## src/rtl/approx_mul_pkg.sv

```systemverilog
// Shared mode encoding and sizing helpers for the approximate half-adder multiplier.
package approx_mul_pkg;

    typedef enum logic [1:0] {
        MODE_EXACT = 2'd0,
        MODE_OR    = 2'd1,
        MODE_ELIM  = 2'd2,
        MODE_CARRY = 2'd3
    } mode_t;

    // One 2-bit mode per half-adder column j = 1..W-1 of a row pair.
    function automatic int modeVecWidth(input int w);
        return 2 * (w - 1);
    endfunction

endpackage

```

## src/rtl/approx_ha_row_pair.sv

```systemverilog
// Combinational half-adder array for one pair of partial-product rows,
// with a per-column approximation mode.
module approx_ha_row_pair
    import approx_mul_pkg::*;
#(
    parameter int W = 8,
    localparam int MW = modeVecWidth(W)
) (
    input  logic          xLo_i,
    input  logic          xHi_i,
    input  logic [W-1:0]  y_i,
    input  logic [MW-1:0] mode_i,
    output logic [W:0]    t_o,
    output logic [W-2:0]  bb_o
);

    logic [W-1:1] sum;
    logic [W-1:1] carry;
    logic         aBit;
    logic         bBit;

    // Column j pairs a_j of the lower row with b_{j-1} of the upper row.
    always_comb begin
        sum   = '0;
        carry = '0;
        aBit  = 1'b0;
        bBit  = 1'b0;
        for (int j = 1; j < W; j++) begin
            aBit = y_i[j] & xLo_i;
            bBit = y_i[j-1] & xHi_i;
            case (mode_t'(mode_i[2*(j-1) +: 2]))
                MODE_EXACT: begin
                    sum[j]   = aBit ^ bBit;
                    carry[j] = aBit & bBit;
                end
                MODE_OR:    sum[j]   = aBit | bBit;
                MODE_ELIM:  ;
                MODE_CARRY: carry[j] = aBit;
                default:    ;
            endcase
        end
    end

    assign t_o  = {carry[W-1], sum, y_i[0] & xLo_i};
    assign bb_o = {y_i[W-1] & xHi_i, carry[W-2:1]};

endmodule

```

## src/rtl/approx_ha_mul_pipe.sv

```systemverilog
// Two-stage valid/ready approximate multiplier: row-pair half-adder arrays,
// then a registered reduction to the full product. Mode table is run-time writable.
module approx_ha_mul_pipe
    import approx_mul_pkg::*;
#(
    parameter int W     = 8,
    parameter int TAG_W = 4,
    parameter logic [2*(W-1)*(W/2)-1:0] MODE_INIT = '0,
    localparam int NP = W / 2,
    localparam int MW = modeVecWidth(W),
    localparam int AW = (NP > 1) ? $clog2(NP) : 1
) (
    input  logic             clk,
    input  logic             rst,
    input  logic             in_valid,
    output logic             in_ready,
    input  logic [W-1:0]     in_x,
    input  logic [W-1:0]     in_y,
    input  logic [TAG_W-1:0] in_tag,
    input  logic             cfg_we,
    input  logic [AW-1:0]    cfg_addr,
    input  logic [MW-1:0]    cfg_data,
    output logic             out_valid,
    input  logic             out_ready,
    output logic [2*W-1:0]   out_prod,
    output logic [TAG_W-1:0] out_tag,
    output logic [31:0]      op_count
);

    localparam int PW = 2 * W;

    logic [MW-1:0]    modeTable_q [NP];
    logic [W:0]       rowT        [NP];
    logic [W-2:0]     rowBb       [NP];

    logic             s1Valid_q;
    logic [W:0]       s1T_q       [NP];
    logic [W-2:0]     s1Bb_q      [NP];
    logic [TAG_W-1:0] s1Tag_q;

    logic             s2Valid_q;
    logic [PW-1:0]    prod_q;
    logic [PW-1:0]    prod_d;
    logic [TAG_W-1:0] tag_q;
    logic [31:0]      opCount_q;

    logic             s1Load;
    logic             s2Load;

    assign s2Load   = s1Valid_q & (~s2Valid_q | out_ready);
    assign in_ready = ~s1Valid_q | s2Load;
    assign s1Load   = in_valid & in_ready;

    for (genvar p = 0; p < NP; p++) begin : gRowPair
        approx_ha_row_pair #(.W(W)) uRowPair (
            .xLo_i  (in_x[2*p]),
            .xHi_i  (in_x[2*p+1]),
            .y_i    (in_y),
            .mode_i (modeTable_q[p]),
            .t_o    (rowT[p]),
            .bb_o   (rowBb[p])
        );
    end

    // Operands accepted on the same edge as a write still see the old modes.
    always_ff @(posedge clk or posedge rst) begin
        if (rst) begin
            for (int p = 0; p < NP; p++) modeTable_q[p] <= MODE_INIT[p*MW +: MW];
        end else if (cfg_we && (int'(cfg_addr) < NP)) begin
            modeTable_q[cfg_addr] <= cfg_data;
        end
    end

    always_ff @(posedge clk or posedge rst) begin
        if (rst) begin
            s1Valid_q <= 1'b0;
            s1Tag_q   <= '0;
            for (int p = 0; p < NP; p++) begin
                s1T_q[p]  <= '0;
                s1Bb_q[p] <= '0;
            end
        end else if (s1Load) begin
            s1Valid_q <= 1'b1;
            s1Tag_q   <= in_tag;
            for (int p = 0; p < NP; p++) begin
                s1T_q[p]  <= rowT[p];
                s1Bb_q[p] <= rowBb[p];
            end
        end else if (s2Load) begin
            s1Valid_q <= 1'b0;
        end
    end

    // Each pair contributes G_p = t + (bb << 2), weighted by 4^p.
    always_comb begin
        prod_d = '0;
        for (int p = 0; p < NP; p++) begin
            prod_d = prod_d + ((PW'(s1T_q[p]) + (PW'(s1Bb_q[p]) << 2)) << (2 * p));
        end
    end

    always_ff @(posedge clk or posedge rst) begin
        if (rst) begin
            s2Valid_q <= 1'b0;
            prod_q    <= '0;
            tag_q     <= '0;
        end else if (s2Load) begin
            s2Valid_q <= 1'b1;
            prod_q    <= prod_d;
            tag_q     <= s1Tag_q;
        end else if (out_ready) begin
            s2Valid_q <= 1'b0;
        end
    end

    always_ff @(posedge clk or posedge rst) begin
        if (rst) begin
            opCount_q <= '0;
        end else if (s2Valid_q && out_ready && (opCount_q != '1)) begin
            opCount_q <= opCount_q + 32'd1;
        end
    end

    assign out_valid = s2Valid_q;
    assign out_prod  = prod_q;
    assign out_tag   = tag_q;
    assign op_count  = opCount_q;

endmodule

```

## config.mk

```make
export PLATFORM = sky130hd
export DESIGN_NAME = approx_ha_mul_pipe
export DESIGN_NICKNAME = d
export VERILOG_FILES = /design/src/rtl/approx_mul_pkg.sv /design/src/rtl/approx_ha_row_pair.sv /design/src/rtl/approx_ha_mul_pipe.sv
export SDC_FILE = /design/constraint.sdc
export NUM_CORES = 1
export LEC_CHECK = 0
export CELL_PAD_IN_SITES_DETAIL_PLACEMENT = 0
export CELL_PAD_IN_SITES_GLOBAL_PLACEMENT = 1
export CORE_UTILIZATION = 51
export CTS_CLUSTER_DIAMETER = 30
export DETAILED_ROUTE_END_ITERATION = 12
export PLACE_DENSITY = 0.88
export SLEW_MARGIN = 30
export SYNTH_ARGS = -nofsm -noshare
export SYNTH_HDL_FRONTEND = slang
export SYNTH_HIERARCHICAL = 1
export SYNTH_SLANG_ARGS = --single-unit
```

## constraint.sdc

```tcl
create_clock -name clk -period 12.4 [get_ports clk]
set_clock_uncertainty 0.2 [all_clocks]
set_input_delay 3.72 -clock clk [delete_from_list [all_inputs] [get_ports clk]]
set_output_delay 3.72 -clock clk [all_outputs]
set_load 0.01 [all_outputs]
```

==> flow_summary.toml, run 1 <==
[setup_path]
crit_family = "buffers and inverters"
slowest_delay_ns = 0.55
rrSetupSlack_ns = 7.47
worstPathRequired_ns = 8.48
crit_type = "in2out"
crit_fanout = 4
slowest_stage = "clkdlybuf4s50_1"
cp.depth = 3
cp.arrival_ns = 4.93
end_kind = "output pin"
cp-startpoint = "out_ready"
cp_num_buf_inv = 2
path_cells = "clkdlybuf4s50_1 -> nand3b_1 -> clkdlybuf4s50_1"
crit_path_frequent_cell = "clkdlybuf4s50_1"
r2r_cells = 17
cp-start-kind = "primary input"
r2r_start = "s1T_q[21]"
timing.rr.end = "out_prod[15]"
crit_path_end = "in_ready"

[floorplanning]
start_util_pct = 52.6
die_w_microns = 156
die_area_sq_mm = 0.0243
die_h_microns = 156
fp-row-count = 55
core_sq_mm = 0.0230
ios = 95

[status]
outcome = "completed"

[yosys]
syn_nets = 1419
synthTopCellsByCount = "inv_1 (199), ha_1 (189), dfrtp_1 (178)"
synth.area.top_cells = "dfrtp_1 (37%), ha_1 (20%), mux2_2 (12%), inv_1 (6.2%), nand2_1 (4.1%)"
synth_most_common_cell = "inv_1"
synth_ff_type = "dfrtp_1"
netlist_area_sq_mm = 0.0121
yosysTopAreaCellShare_pct = 36.8
seq_area_frac_synth_pct = 36.8
yosysWarnings = 6
synth-async-reset-ratio_pct = 100
synth-edff-count = 0
ys_seq_elements = 178
netlist_instances = 1167
yosysTopAreaCell = "dfrtp_1"
ys_types = 55
syn_avg_cell_area_sq_um = 10.4

[finish]
area_growth_pct = 15.8
fin_area_sq_mm = 0.0140
utilization_pct = 61.0
antenna-diode-count = 0
drive_gt1_share_pct = 15.6
finish.net_count = 1515

[routing]
drcViolationCount = 0
first_pass_iters = 4
top_layer = "met4"
vias_per_cell = 5.16
ant_nets = 0
met1_length_mm = 11.9
wirelength_mm = 24.8
dr_wl_met3_microns = 816
drtIter0Drc = 382
met2RoutedLength_mm = 11.8
routedWlPerCell_microns = 15.6
vias = 8205

[clock_network]
clockRootBuffer = "clkbuf_16"
cts_hold_buf = 0
cts_buffers = 17
clock_latency_ns = 0.45
htree_levels = 4
cts_sinks = 178
clock_path_buffers = 2
cts_resized = 0
clkSlewWorstSetupHoldPaths_ns = 0.08
cts_tree = "built"
postCtsSetupBuffers = 0

[timing]
slew_viol_final = 0
tns_ns = 0
setup_viol = 0
relSlewSlack_pct = 35.6
fmax_ghz = 0.113
finalHoldViolCount = 0
worst_slew_pin_slew_ns = 0.966
timing.final.ws_setup_ns = 3.55
rsz0062_at_grt = "no"
fin_crit_ns = 8.85
post-route-period-util_pct = 71.4

[placement]
hpwl_mm = 18.1
place_congestion = 0.815
postPlaceCellArea_sq_mm = 0.0134
port-buffer-count = 94
dpl_worst_slack_ns = 3.55

[power]
max-vdd-ir-drop_mv = 0.110
p_leak_nw = 7.28
power_density_mw_per_mm2 = 151

[grt]
antenna_found_initial = 0
grt_usage_pct = 21.9
grt_max_degree = 105
grt_pass1_vias = 8350
grt_pass1_wl_mm = 41.5
grt_overflow = 0

[worst_hold_path]
worstHoldPathType = "reg2reg"

[flow_run]
maxCapViolCount = 0
[power breakdown]
| group | internal [mW] | leakage, nW | total (mW) | switching (mW) |
|---|---|---|---|---|
| registers | 0.687 | 2.26 | 0.769 | 0.0828 |
| clock network | 0.278 | 0.305 | 0.555 | 0.277 |
| logic | 0.378 | 4.72 | 0.789 | 0.411 |
[per-layer routing]
metal  up-vias  GRT usage [%]
met2       135           37.6
met5         -              0
li1       4054              -
met4         0           5.98
met3        23           2.89
met1      3993           29.0
[cells by family (layout without fill, tap and decap cells)]
| logic type | Yosys count | after routing | synth area share [%] |
|---|---|---|---|
| simple gates | 268 | 268 | 10.8 |
| buf+inv | 222 | 331 | 7.29 |
| fa+ha+maj | 211 | 211 | 23.2 |
| flops | 178 | 178 | 36.8 |
| mux | 126 | 126 | 11.7 |
| compound gates | 113 | 113 | 6.61 |
| xor+xnor | 49 | 49 | 3.55 |
[registers in the layout, indices dropped and copies added (netlist names)]
register / count
s1Bb_q: 28
out_prod: 16
s1T_q: 36
op_count: 32
modeTable_q: 56
out_valid: 1
s1Tag_q: 4
out_tag: 4
s1Valid_q: 1
[cell usage in the layout (no fill, tap or decap), types with 4 or more instances in the layout]
master | synthesis | layout
and2_2 | 4 | 4
and3_1 | 9 | 9
nor2_1 | 41 | 41
o21bai_1 | 5 | 5
o21ai_0 | 41 | 41
nor2_2 | 10 | 10
nand2b_1 | 7 | 7
clkbuf_16 | 0 | 17
clkdlybuf4s50_1 | 0 | 94
xor2_1 | 21 | 21
ha_1 | 189 | 189
and2_1 | 8 | 8
a21oi_1 | 20 | 20
xnor2_1 | 28 | 28
nor3_1 | 4 | 4
mux2_2 | 124 | 124
fa_1 | 22 | 22
nand3b_1 | 4 | 4
dfrtp_1 | 178 | 178
clkinv_8 | 0 | 10
a32oi_1 | 20 | 20
a32oi_2 | 8 | 8
a21o_1 | 5 | 5
nand3_1 | 12 | 12
inv_1 | 199 | 198
nand4_1 | 16 | 16
nand2_1 | 132 | 130
[worst min path at each step]
stage,start,depth (start not counted),endpoint,slack (ns)
2_1_floorplan,s1T_q[27],2,out_prod[0],0.23
3_3_place_gp,s1Tag_q[3],2,out_tag[3],0.24
3_5_place_dp,s1T_q[28],2,out_prod[1],0.25
4_1_cts,s1Tag_q[3],2,out_tag[3],0.27
5_1_grt,s1T_q[28],2,out_prod[1],0.30
6_report,s1Tag_q[3],2,out_tag[3],0.27
[layout make-up]
class | instances | area [sq um]
Clock buffer | 17 | 425
Clock inverter | 15 | 216
Fill cell | 1904 | 8970
Inverter | 199 | 754
Multi-Input combinational cell | 767 | 6770
Sequential cell | 178 | 4450
Tap cell | 313 | 392
Timing Repair Buffer | 100 | 997
[worst reg2reg max path, delay by kind of cell (launching register included)]
kind | cells | cell delay, ns
buffers and inverters | 1 | 0.06
DFF | 1 | 0.41
adders and majority gates | 5 | 1.56
AOI/OAI and AO/OA | 9 | 2.16
and+or+nand+nor | 2 | 0.47
[per-stage QoR]
step | power [mW] | hold WS, ns | std cells
after global routing | 2.29 | 0.297 | 1589
after global placement | 1.54 | 0.240 | 1555
final | 2.11 | 0.266 | 1589
after detailed placement | 1.57 | 0.252 | 1556
after floorplan | 1.32 | 0.233 | 1167
after CTS | 2.13 | 0.272 | 1588
No activity file was read; power rests on OpenSTA's default activity.
==> inputs of run 2 (changes only) <==
--- a/config.mk
+++ b/config.mk
@@ -7,10 +7,10 @@
 export LEC_CHECK = 0
 export CELL_PAD_IN_SITES_DETAIL_PLACEMENT = 0
 export CELL_PAD_IN_SITES_GLOBAL_PLACEMENT = 1
-export CORE_UTILIZATION = 51
+export CORE_UTILIZATION = 47
 export CTS_CLUSTER_DIAMETER = 30
 export DETAILED_ROUTE_END_ITERATION = 12
-export PLACE_DENSITY = 0.88
+export PLACE_DENSITY = 0.82
 export SLEW_MARGIN = 30
 export SYNTH_ARGS = -nofsm -noshare
 export SYNTH_HDL_FRONTEND = slang
==> constraint.sdc (replaced) <==
create_clock -name clk -period 9.2 [get_ports clk]
set_clock_uncertainty 0.2 [all_clocks]
set_input_delay 2.76 -clock clk [delete_from_list [all_inputs] [get_ports clk]]
set_output_delay 2.76 -clock clk [all_outputs]
set_load 0.01 [all_outputs]
==> flow_summary.toml, run 2 (same netlist as run 1, synthesis figures left out) <==
[status]
outcome = "completed"

[clock_network]
cts_hold_buf = 0
cts_resized = 0
clockRootBuffer = "clkbuf_16"
htree_levels = 4
clkSlewWorstSetupHoldPaths_ns = 0.07
clock_path_buffers = 2
postCtsSetupBuffers = 0
cts_buffers = 17
cts_sinks = 178
clock_latency_ns = 0.43
cts_tree = "built"

[routing]
ant_nets = 0
first_pass_iters = 5
vias = 8254
drtIter0Drc = 449
wirelength_mm = 24.9
drcViolationCount = 0
routedWlPerCell_microns = 15.5
vias_per_cell = 5.14

[floorplanning]
die_area_sq_mm = 0.0264
fp-row-count = 58
start_util_pct = 48.1
die_h_microns = 162
ios = 95
core_sq_mm = 0.0252
die_w_microns = 162

[worst_hold_path]
worstHoldPathType = "reg2reg"

[timing]
worst_slew_pin_slew_ns = 0.896
fin_crit_ns = 6.95
relSlewSlack_pct = 40.1
slew_viol_final = 0
rsz0062_at_grt = "no"
fmax_ghz = 0.144
setup_viol = 0
finalHoldViolCount = 0
timing.final.ws_setup_ns = 2.25
tns_ns = 0
post-route-period-util_pct = 75.5

[finish]
top_register = "modeTable_q"
area_growth_pct = 15.6
n_fill_cell = 2189
multi_input_area_sq_mm = 0.00677
final_cell_mix = "inv_1 (198), ha_1 (189), dfrtp_1 (178), nand2_1 (130), mux2_2 (124)"
drive_gt1_share_pct = 15.7
antenna-diode-count = 0
final_common_cell = "inv_1"
ff_latch_area_sq_mm = 0.00445
largest_reg_flops = 56
finish.net_count = 1516

[flow_run]
maxCapViolCount = 0

[power]
p_leak_nw = 7.27
power_density_mw_per_mm2 = 200
finalPower_mw = 2.80
max-vdd-ir-drop_mv = 0.131

[setup_path]
crit_type = "in2out"
end_kind = "output pin"
cp-start-kind = "primary input"
crit_fanout = 4
cp.arrival_ns = 3.99
worstPathRequired_ns = 6.24

[grt]
antenna_found_initial = 0
grt_pass1_vias = 8151
grt_usage_pct = 20.0
grt_pass1_wl_mm = 41.2
grt_max_degree = 69
grt_overflow = 0

[placement]
port-buffer-count = 94
place_congestion = 0.794
hpwl_mm = 18.4
dpl_worst_slack_ns = 2.25
==> run 2: path summary, 6_finish.rpt <==
check	startpoint	to	slack (ns)	depth (start not counted)
setup / recovery	out_ready	in_ready	2.25	3
hold / removal	s1Tag_q[0]	out_tag[0]	0.27	2
setup reg to reg	s1T_q[21]	out_prod[15]	4.34	17
hold reg to reg	s1Tag_q[0]	out_tag[0]	0.27	2
max in group asynchronous	rst	s1Valid_q	4.96	3
min in group asynchronous	rst	modeTable_q[43]	2.59	2
==> run 2: per-layer routing <==
layer	track usage [%]	up-vias	part of all wire, %
met5	0	-	0
met4	4.33	0	0.76
met3	3.28	13	3.9
met2	33.5	154	48
met1	27.3	4038	48
li1	-	4049	-
==> run 2: power breakdown <==
group / internal, mW / switching, mW / total, mW / leakage (nW)
combinational: 0.507 / 0.547 / 1.05 / 4.73
clock: 0.365 / 0.350 / 0.715 / 0.285
sequential: 0.926 / 0.110 / 1.04 / 2.26
total: 1.80 / 1.01 / 2.80 / 7.27
==> run 2: area by class of cell <==
class / instances / share of cell area [%]
multi-input cells: 767 / 48.4
flip-flops and latches: 178 / 31.8
repair buffers: 101 / 7.18
inverters: 199 / 5.37
clock buffers: 17 / 3.04
well taps: 330 / 2.95
clock inverters: 15 / 1.20
==> run 2: critical path, stage by stage <==
cell and delay [ns]:
clkdlybuf4s50_1 0.50, nand3b_1 0.17, clkdlybuf4s50_1 0.55
==> run 2: metrics by stage <==
step / utilization (%) / instance area [sq um] / hold WS, ns / instances
floorplan: - / 12100 / 0.233 / 1167
global placement: 53.1 / 13400 / 0.240 / 1573
detailed placement: 53.1 / 13400 / 0.253 / 1574
CTS: 55.5 / 14000 / 0.270 / 1606
global route: 55.6 / 14000 / 0.281 / 1607
finish: 55.6 / 14000 / 0.266 / 1607
==> inputs of run 3 (changes only) <==
--- a/config.mk
+++ b/config.mk
@@ -7,10 +7,10 @@
 export LEC_CHECK = 0
 export CELL_PAD_IN_SITES_DETAIL_PLACEMENT = 0
 export CELL_PAD_IN_SITES_GLOBAL_PLACEMENT = 1
-export CORE_UTILIZATION = 47
+export CORE_UTILIZATION = 43
 export CTS_CLUSTER_DIAMETER = 30
 export DETAILED_ROUTE_END_ITERATION = 12
-export PLACE_DENSITY = 0.82
+export PLACE_DENSITY = 0.79
 export SLEW_MARGIN = 30
 export SYNTH_ARGS = -nofsm -noshare
 export SYNTH_HDL_FRONTEND = slang
==> constraint.sdc (replaced) <==
create_clock -name clk -period 6.15 [get_ports clk]
set_clock_uncertainty 0.2 [all_clocks]
set_input_delay 1.845 -clock clk [delete_from_list [all_inputs] [get_ports clk]]
set_output_delay 1.845 -clock clk [all_outputs]
set_load 0.01 [all_outputs]
==> flow_summary.toml, run 3 (same netlist as run 1, synthesis figures left out) <==
[timing]
whs_ns = 0.257
relSlewSlack_pct = 36.2
tns_ns = 0
timing.final.ws_setup_ns = 1.04
fin_crit_ns = 5.11
finalHoldViolCount = 0
slew_viol_final = 0
fmax_ghz = 0.196
post-route-period-util_pct = 83.1
setup_viol = 0
rsz0062_at_grt = "no"
worst_slew_pin_slew_ns = 0.954

[status]
outcome = "completed"

[grt]
grt_pass1_wl_mm = 40.9
grt_max_degree = 179
grt_usage_pct = 18.2
grt_overflow = 0
antenna_found_initial = 0
grt_pass1_vias = 8066

[setup_path]
crit_fanout = 4
worstPathRequired_ns = 4.11
slowest_stage = "clkdlybuf4s50_1"
end_kind = "output pin"
cp.arrival_ns = 3.07
slowest_delay_ns = 0.55
crit_path_frequent_cell = "clkdlybuf4s50_1"
path_cells = "clkdlybuf4s50_1 -> nand3b_1 -> clkdlybuf4s50_1"
crit_type = "in2out"
cp-start-kind = "primary input"

[floorplanning]
core_sq_mm = 0.0277
die_h_microns = 170
ios = 95
start_util_pct = 43.7
fp-row-count = 61
die_w_microns = 170
die_area_sq_mm = 0.0288

[clock_network]
clock_latency_ns = 0.43
cts_buffers = 17
cts_sinks = 178
cts_resized = 0
cts_tree = "built"
postCtsSetupBuffers = 0
clockRootBuffer = "clkbuf_16"
htree_levels = 4
cts_hold_buf = 0
clkSlewWorstSetupHoldPaths_ns = 0.08
clock_path_buffers = 2

[power]
max-vdd-ir-drop_mv = 0.148
p_leak_nw = 7.29
power_density_mw_per_mm2 = 300

[routing]
first_pass_iters = 4
met2RoutedLength_mm = 11.8
dr_wl_met3_microns = 771
drtIter0Drc = 405
met1_length_mm = 12.1
vias_per_cell = 4.93
ant_nets = 0
drcViolationCount = 0
vias = 8153
routedWlPerCell_microns = 15.1
wirelength_mm = 25.0
top_layer = "met4"

[finish]
finish.net_count = 1515
drive_gt1_share_pct = 15.6
final_cell_mix = "inv_1 (198), ha_1 (189), dfrtp_1 (178), nand2_1 (130), mux2_2 (124)"
largest_reg_flops = 56
antenna-diode-count = 0
top_register = "modeTable_q"
n_fill_cell = 2517
area_growth_pct = 16.6
fin_area_sq_mm = 0.0141
final_common_cell = "inv_1"

[placement]
hpwl_mm = 18.5
postPlaceCellArea_sq_mm = 0.0134
port-buffer-count = 94
place_congestion = 0.801
dpl_worst_slack_ns = 1.04

[worst_hold_path]
worstHoldPathType = "reg2reg"

[flow_run]
maxCapViolCount = 0
run 3: cell count changes in the layout (fill, tap and decap cells not counted):
cell      delta
buf_12       +1
buf_16       +1
buf_4        -3
clkinv_4     -3
clkinv_8     +2
inv_12       +2
inv_6        -1
nor3b_2      -1
nor3b_4      +1
run 3: area by class of cell:
class,instances,area (sq um),share of cell area (%)
multi-input cells,767,6780,48.0
inverters,199,751,5.32
well taps,378,473,3.35
flip-flops and latches,178,4450,31.6
repair buffers,100,1030,7.30
clock buffers,17,425,3.01
clock inverters,15,199,1.41
run 3: power breakdown:
group | internal (mW) | switching [mW]
clock network | 0.561 | 0.555
registers | 1.38 | 0.162
logic | 0.758 | 0.820
total | 2.70 | 1.54
run 3: path summary, 6_finish.rpt:
kind / slack [ns] / to / cells past startpoint / start
max in group asynchronous: 3.26 / modeTable_q[49] / 4 / rst
worst min register to register: 0.26 / out_prod[1] / 2 / s1T_q[28]
worst max register to register: 1.48 / out_prod[15] / 17 / s1T_q[21]
min in group asynchronous: 1.68 / s1T_q[8] / 3 / rst
worst max-delay path: 1.04 / in_ready / 3 / out_ready
worst min-delay path: 0.26 / out_prod[1] / 2 / s1T_q[28]
run 3: metrics by stage:
step,std cells,util (%),power (mW)
after floorplan,1167,-,2.65
after global placement,1618,48.5,3.11
final,1654,50.9,4.24
after global routing,1654,50.9,4.59
after CTS,1650,50.7,4.30
after detailed placement,1618,48.5,3.14
run 3: per-layer routing:
layer / vias up / GRT usage, %
met1: 3974 / 24.7
li1: 4043 / -
met3: 20 / 2.96
met2: 116 / 30.4
met5: - / 0
met4: 0 / 4.39
run 3: critical path, delay by kind of cell:
kind	cells	cell delay [ns]
buf+inv	2	1.05
simple gates	1	0.17
